File: config.mk
export PLATFORM = sky130hd
export DESIGN_NAME = instr_encoder
export DESIGN_NICKNAME = d
export VERILOG_FILES = /design/src/rtl/instr_encoder.sv
export SDC_FILE = /design/constraint.sdc
export NUM_CORES = 1
export LEC_CHECK = 0
export ABC_AREA = 1
export CORE_MARGIN = 2
export CORE_UTILIZATION = 40
export CTS_CLUSTER_DIAMETER = 120
export DETAILED_ROUTE_END_ITERATION = 10
export PLACE_DENSITY = 0.76
export REMOVE_ABC_BUFFERS = 1
export SLEW_MARGIN = 20
export SYNTH_ARGS = -nofsm -noshare
export SYNTH_HDL_FRONTEND = slang
export SYNTH_SLANG_ARGS = --single-unit
File: constraint.sdc
create_clock -name clk -period 1.8 [get_ports clk]
set_input_delay 0.54 -clock clk [delete_from_list [all_inputs] [get_ports clk]]
set_output_delay 0.54 -clock clk [all_outputs]
set_load 0.02 [all_outputs]
File: src/rtl/instr_encoder.sv
// instr_encoder: RV32I encoder/loader for bne, jal, jalr, addi, slli, lw, sw
//   in:  clk, rst_n (async active-low), start (restart load),
//        in_valid/op/rd/rs1/rs2/imm (request)
//   out: in_ready, mem_we/mem_addr/mem_wdata (imem write port),
//        count (words written), full (count == DEPTH), err (sticky reject)
module instr_encoder #(
  parameter int DATA_WIDTH = 32,
  parameter int ADDR_WIDTH = 8,
  parameter int BASE_ADDR  = 0
) (
  input  logic                  clk,
  input  logic                  rst_n,
  input  logic                  start,
  input  logic                  in_valid,
  output logic                  in_ready,
  input  logic [2:0]            op,
  input  logic [4:0]            rd,
  input  logic [4:0]            rs1,
  input  logic [4:0]            rs2,
  input  logic [31:0]           imm,
  output logic                  mem_we,
  output logic [ADDR_WIDTH-1:0] mem_addr,
  output logic [DATA_WIDTH-1:0] mem_wdata,
  output logic [ADDR_WIDTH:0]   count,
  output logic                  full,
  output logic                  err
);
  typedef enum logic [1:0] {IDLE, ENC, WR} state_t;
  localparam logic [ADDR_WIDTH:0]   DEPTH = {1'b1, {ADDR_WIDTH{1'b0}}};
  localparam logic [ADDR_WIDTH-1:0] BASE  = ADDR_WIDTH'(BASE_ADDR);
  state_t                  r_state, w_next;
  logic [2:0]              r_op;
  logic [4:0]              r_rd, r_rs1, r_rs2;
  logic [31:0]             r_imm;
  logic                    r_we, r_full, r_err;
  logic [ADDR_WIDTH-1:0]   r_addr;
  logic [DATA_WIDTH-1:0]   r_wdata;
  logic [ADDR_WIDTH:0]     r_count;
  logic [ADDR_WIDTH:0]     w_count_nxt;
  logic signed [31:0]      w_simm;
  logic                    w_acc, w_i12, w_b13, w_j21, w_sh, w_legal;
  logic [31:0]             w_word;
  assign in_ready    = (r_state == IDLE) && !r_full && !start;
  assign w_acc       = in_valid && in_ready;
  assign w_count_nxt = r_count + 1'b1;
  assign w_simm      = r_imm;
  // Branch/jump offsets are byte offsets that must stay halfword aligned.
  assign w_i12 = (w_simm >= -32'sd2048) && (w_simm <= 32'sd2047);
  assign w_b13 = !r_imm[0] && (w_simm >= -32'sd4096) && (w_simm <= 32'sd4094);
  assign w_j21 = !r_imm[0] && (w_simm >= -32'sd1048576) && (w_simm <= 32'sd1048574);
  // Unsigned compare also rejects negative shift amounts.
  assign w_sh  = r_imm <= 32'd31;
  always_comb begin
    w_legal = 1'b0;
    w_word  = '0;
    case (r_op)
      3'd0: begin
        w_legal = w_b13;
        w_word  = {r_imm[12], r_imm[10:5], r_rs2, r_rs1, 3'b001, r_imm[4:1], r_imm[11], 7'b1100011};
      end
      3'd1: begin
        w_legal = w_j21;
        w_word  = {r_imm[20], r_imm[10:1], r_imm[11], r_imm[19:12], r_rd, 7'b1101111};
      end
      3'd2: begin
        w_legal = w_i12;
        w_word  = {r_imm[11:0], r_rs1, 3'b000, r_rd, 7'b1100111};
      end
      3'd3: begin
        w_legal = w_i12;
        w_word  = {r_imm[11:0], r_rs1, 3'b000, r_rd, 7'b0010011};
      end
      3'd4: begin
        w_legal = w_sh;
        w_word  = {7'b0, r_imm[4:0], r_rs1, 3'b001, r_rd, 7'b0010011};
      end
      3'd5: begin
        w_legal = w_i12;
        w_word  = {r_imm[11:0], r_rs1, 3'b010, r_rd, 7'b0000011};
      end
      3'd6: begin
        w_legal = w_i12;
        w_word  = {r_imm[11:5], r_rs2, r_rs1, 3'b010, r_imm[4:0], 7'b0100011};
      end
      default: begin
        w_legal = 1'b0;
        w_word  = '0;
      end
    endcase
  end
  always_comb begin
    w_next = start ? IDLE :
             (r_state == IDLE) ? (w_acc ? ENC : IDLE) :
             (r_state == ENC && w_legal) ? WR : IDLE;
  end
  always_ff @(posedge clk or negedge rst_n) begin
    if (!rst_n) r_state <= IDLE;
    else        r_state <= w_next;
  end
  always_ff @(posedge clk or negedge rst_n) begin
    if (!rst_n) begin
      r_op    <= '0;
      r_rd    <= '0;
      r_rs1   <= '0;
      r_rs2   <= '0;
      r_imm   <= '0;
      r_we    <= 1'b0;
      r_addr  <= BASE;
      r_wdata <= '0;
      r_count <= '0;
      r_full  <= 1'b0;
      r_err   <= 1'b0;
    end else if (start) begin
      r_we    <= 1'b0;
      r_addr  <= BASE;
      r_count <= '0;
      r_full  <= 1'b0;
      r_err   <= 1'b0;
    end else begin
      if (w_acc) begin
        r_op  <= op;
        r_rd  <= rd;
        r_rs1 <= rs1;
        r_rs2 <= rs2;
        r_imm <= imm;
      end
      if (r_state == ENC) begin
        if (w_legal) begin
          r_wdata <= DATA_WIDTH'(w_word);
          r_we    <= 1'b1;
        end else begin
          r_err   <= 1'b1;
        end
      end
      if (r_state == WR) begin
        r_we    <= 1'b0;
        r_addr  <= r_addr + 1'b1;
        r_count <= w_count_nxt;
        r_full  <= w_count_nxt == DEPTH;
      end
    end
  end
  assign mem_we    = r_we;
  assign mem_addr  = r_addr;
  assign mem_wdata = r_wdata;
  assign count     = r_count;
  assign full      = r_full;
  assign err       = r_err;
endmodule
==> impl_metrics.json <==
{
  "worst_slew_pin_slew_ps": 452,
  "synth.top_cell.area_share": 0.521,
  "crit_path_top_delay_cell": "dfrtp_1",
  "nFillCells": 1094,
  "hold_viol": 0,
  "rsz0062_at_grt": "yes",
  "r2r-end": "mem_wdata[3]$_DFFE_PN0P_",
  "rows": 40,
  "start_kind": "flip-flop",
  "gp_congestion": 0.916,
  "worstRegToRegCells": 12,
  "reg2reg_slack_ps": -60,
  "p_per_area_mw_per_mm2": 941,
  "ios": 107,
  "status": "finished, violations left",
  "cp-endpoint": "mem_wdata[3]$_DFFE_PN0P_",
  "endpoint_kind": "flip-flop",
  "worstSetupPathType": "flip-flop to flip-flop",
  "yosysUniqueCellTypes": 29,
  "cts_hold_buffers": 0,
  "dp_hpwl_um": 8880,
  "crit_start": "r_imm[24]$_DFFE_PN0P_",
  "diodes": 0,
  "grt_max_degree": 50,
  "drcViolationCount": 0,
  "finalCritPeriodShare": 1.03,
  "drtPass1Iterations": 5,
  "fmax_ghz": 0.537,
  "synth_top_area_cell": "dfrtp_1",
  "peakVddDrop_mv": 0.454,
  "dp_cells": 917,
  "path_cells": "nand2_1 -> nor2_1 -> nand3_2 -> nor2_2 -> nor2_1 -> nor2_1 -> nand3_2 -> nand3_4 -> nand2_8 -> buf_6 -> nand2_1 -> nand2_1",
  "yosys_register_bits": 103,
  "synth.area.top_cells": "dfrtp_1 (52%), nand2_1 (16%), o21ai_0 (6.3%), inv_1 (5.8%), nor2_1 (4.6%)",
  "synthFlopType": "dfrtp_1",
  "vias_per_cell": 4.84,
  "r2r-start": "r_imm[24]$_DFFE_PN0P_",
  "clock_sinks": 103,
  "initial_utilization": 0.410,
  "setup_viol": 26,
  "stdcell_count": 945,
  "cts_tree": "built",
  "yosysWarnings": 0,
  "synth_edf_count": 0,
  "critical_path.max_stage_delay_ps": 430,
  "die_h_um": 115,
  "finalNetCount": 829,
  "crit_cells": 12,
  "min_path_type": "primary input to async pin",
  "synth.most_common_cell": "nand2_1",
  "vias": 4577,
  "worst-path-max-fanout": 8,
  "cp.required_ps": 2030,
  "synthArstFlopShare": 1.00,
  "cap_violations": 0,
  "die_w_um": 115,
  "wire_per_inst_um": 13.8,
  "critPathArrivalTime_ps": 2090,
  "grt_antenna_before_repair": 0,
  "syn2layout_area_growth_pct": 40.8,
  "die-area_mm2": 0.0133,
  "clk_pin_slew_ps": 70,
  "drtIter0Drc": 424,
  "seq_area_frac_synth": 0.521,
  "cts_buffer_depth": 2,
  "period_needed_ps": 1860,
  "grt_first_pass_wirelength_um": 20000,
  "gr-usage-all-layers": 0.191,
  "slew_violations": 0,
  "clk_latency_ps": 350,
  "syn_inst": 636,
  "drt-total-wl_um": 13100,
  "coreArea_mm2": 0.0121,
  "cts_buffers": 9,
  "slew-limit-headroom": 0.699,
  "avgSynthCellArea_um2": 7.77,
  "total_power_mw": 6.55,
  "hold_ws_ps": 126,
  "drtAntennaViolNets": 0,
  "finalClockSkew_ps": 6.23,
  "drive_gt1_frac": 0.157,
  "violations": "setup timing",
  "portBuffers": 106,
  "h-tree-depth": 3,
  "leakage_nw": 3.52,
  "worst_slack_ps": -61.1,
  "path_buf_inv": 1,
  "overflow": 0,
  "synth.top_cells.by_count": "nand2_1 (209), dfrtp_1 (103), inv_1 (76), o21ai_0 (62), nor2_1 (60)",
  "clock-root-buffer": "clkbuf_16",
  "netlist_area_mm2": 0.00494,
  "path_delay_family": "simple AND/OR/NAND/NOR gates",
  "grt_pass1_vias": 4321
}
-- state kept, by name, indices dropped and copies added (netlist names) --
| signal | count |
|---|---|
| err | 1 |
| r_imm | 32 |
| r_rs2 | 5 |
| r_state | 2 |
| full | 1 |
| r_rs1 | 5 |
| count | 9 |
| r_rd | 5 |
| mem_addr | 8 |
| mem_wdata | 31 |
| mem_we | 1 |
| r_op | 3 |
-- area by class of cell --
type	instances	area [um^2]	share of cell area
Tap cell	168	210	0.0302
Sequential cell	103	2580	0.370
Clock buffer	11	233	0.0334
Inverter	78	293	0.0420
Timing Repair Buffer	147	1430	0.205
Multi-Input combinational cell	433	2140	0.307
Clock inverter	5	81.3	0.0117
-- per-stage QoR --
step                      utilization  worst slack (ps)  instance area (um^2)  setup TNS [ps]
after global placement          0.530              -566                  6400          -11140
after detailed placement        0.530              -551                  6400          -11270
after floorplan                     -              -288                  4820          -13970
after CTS                       0.552              2.08                  6660               0
final                           0.577             -61.1                  6960            -723
after global routing            0.577              -145                  6960           -3830
-- cells by family (layout without fill, tap and decap cells) --
| family | count (synthesis) | in the layout | share of synthesized area |
|---|---|---|---|
| AND/OR/NAND/NOR | 333 | 333 | 0.277 |
| flip-flops | 103 | 103 | 0.521 |
| buffers and inverters | 100 | 241 | 0.0838 |
| AO/OA/AOI/OAI | 91 | 91 | 0.100 |
| XOR/XNOR | 6 | 6 | 0.0106 |
| adder cells (fa/ha/maj) | 3 | 3 | 0.00759 |
-- routing by layer --
layer | vias up | routed length (um) | global-route usage
li1 | 2282 | - | -
met1 | 2136 | 6050 | 0.259
met2 | 142 | 6160 | 0.313
met3 | 17 | 677 | 0.0337
met4 | 0 | 191 | 0.0643
met5 | - | 0 | 0
-- power breakdown --
| part | leakage [nW] | internal [mW] | switching (mW) |
|---|---|---|---|
| clock network | 0.150 | 1.22 | 0.856 |
| logic | 2.03 | 0.661 | 0.944 |
| registers | 1.34 | 2.63 | 0.236 |
| total | 3.52 | 4.52 | 2.04 |
-- how the worst min path moves through the flow --
stage                                   start                         to  slack, ps
floorplan                               rst_n       count[0]$_DFFE_PN0N_        240
CTS                                     rst_n    mem_addr[2]$_DFFE_PN0N_        130
global route                            rst_n    mem_addr[3]$_DFFE_PN0N_        150
global placement    mem_wdata[12]$_DFFE_PN0P_  mem_wdata[12]$_DFFE_PN0P_        460
detailed placement  mem_wdata[13]$_DFFE_PN0P_  mem_wdata[13]$_DFFE_PN0P_        460
finish                                  rst_n    mem_addr[2]$_DFFE_PN0N_        130
-- cell usage in the layout, fill, tap and decap left out, drive strengths merged --
cell           synthesis  routed
and3                   1       1
clkinv                 0       1
xor2                   5       5
clkinvlp               0       1
nor3b                  1       1
o22ai                 12      12
a22o                   1       1
o211ai                 1       1
nand3                 46      46
ha                     3       3
bufinv                 0       2
dfrtp                103     103
dlygate4sd2            0      53
xnor2                  1       1
inv                   78      79
o221ai                 2       2
a21oi                 13      13
buf                   10      41
nand2                211     211
nor3                   7       7
clkdlybuf4s50          0      51
o21ai                 62      62
nand4                  6       6
clkbuf                12      13
nor2                  61      61
-- worst register-to-register path, delay by kind of cell (launching register included) --
family	cells	cell delay, ps
buffers and inverters	1	170
DFF	1	430
and+or+nand+nor	11	1180
-- timing repair --
item | in CTS | in global routing
cloned | 0 | 3
setup buffers | 2 | 7
pin swaps | 2 | 16
gates resized for setup | 60 | 65
endpoints found under the setup margin | 84 | 36
(Power assumes the default switching activity.)
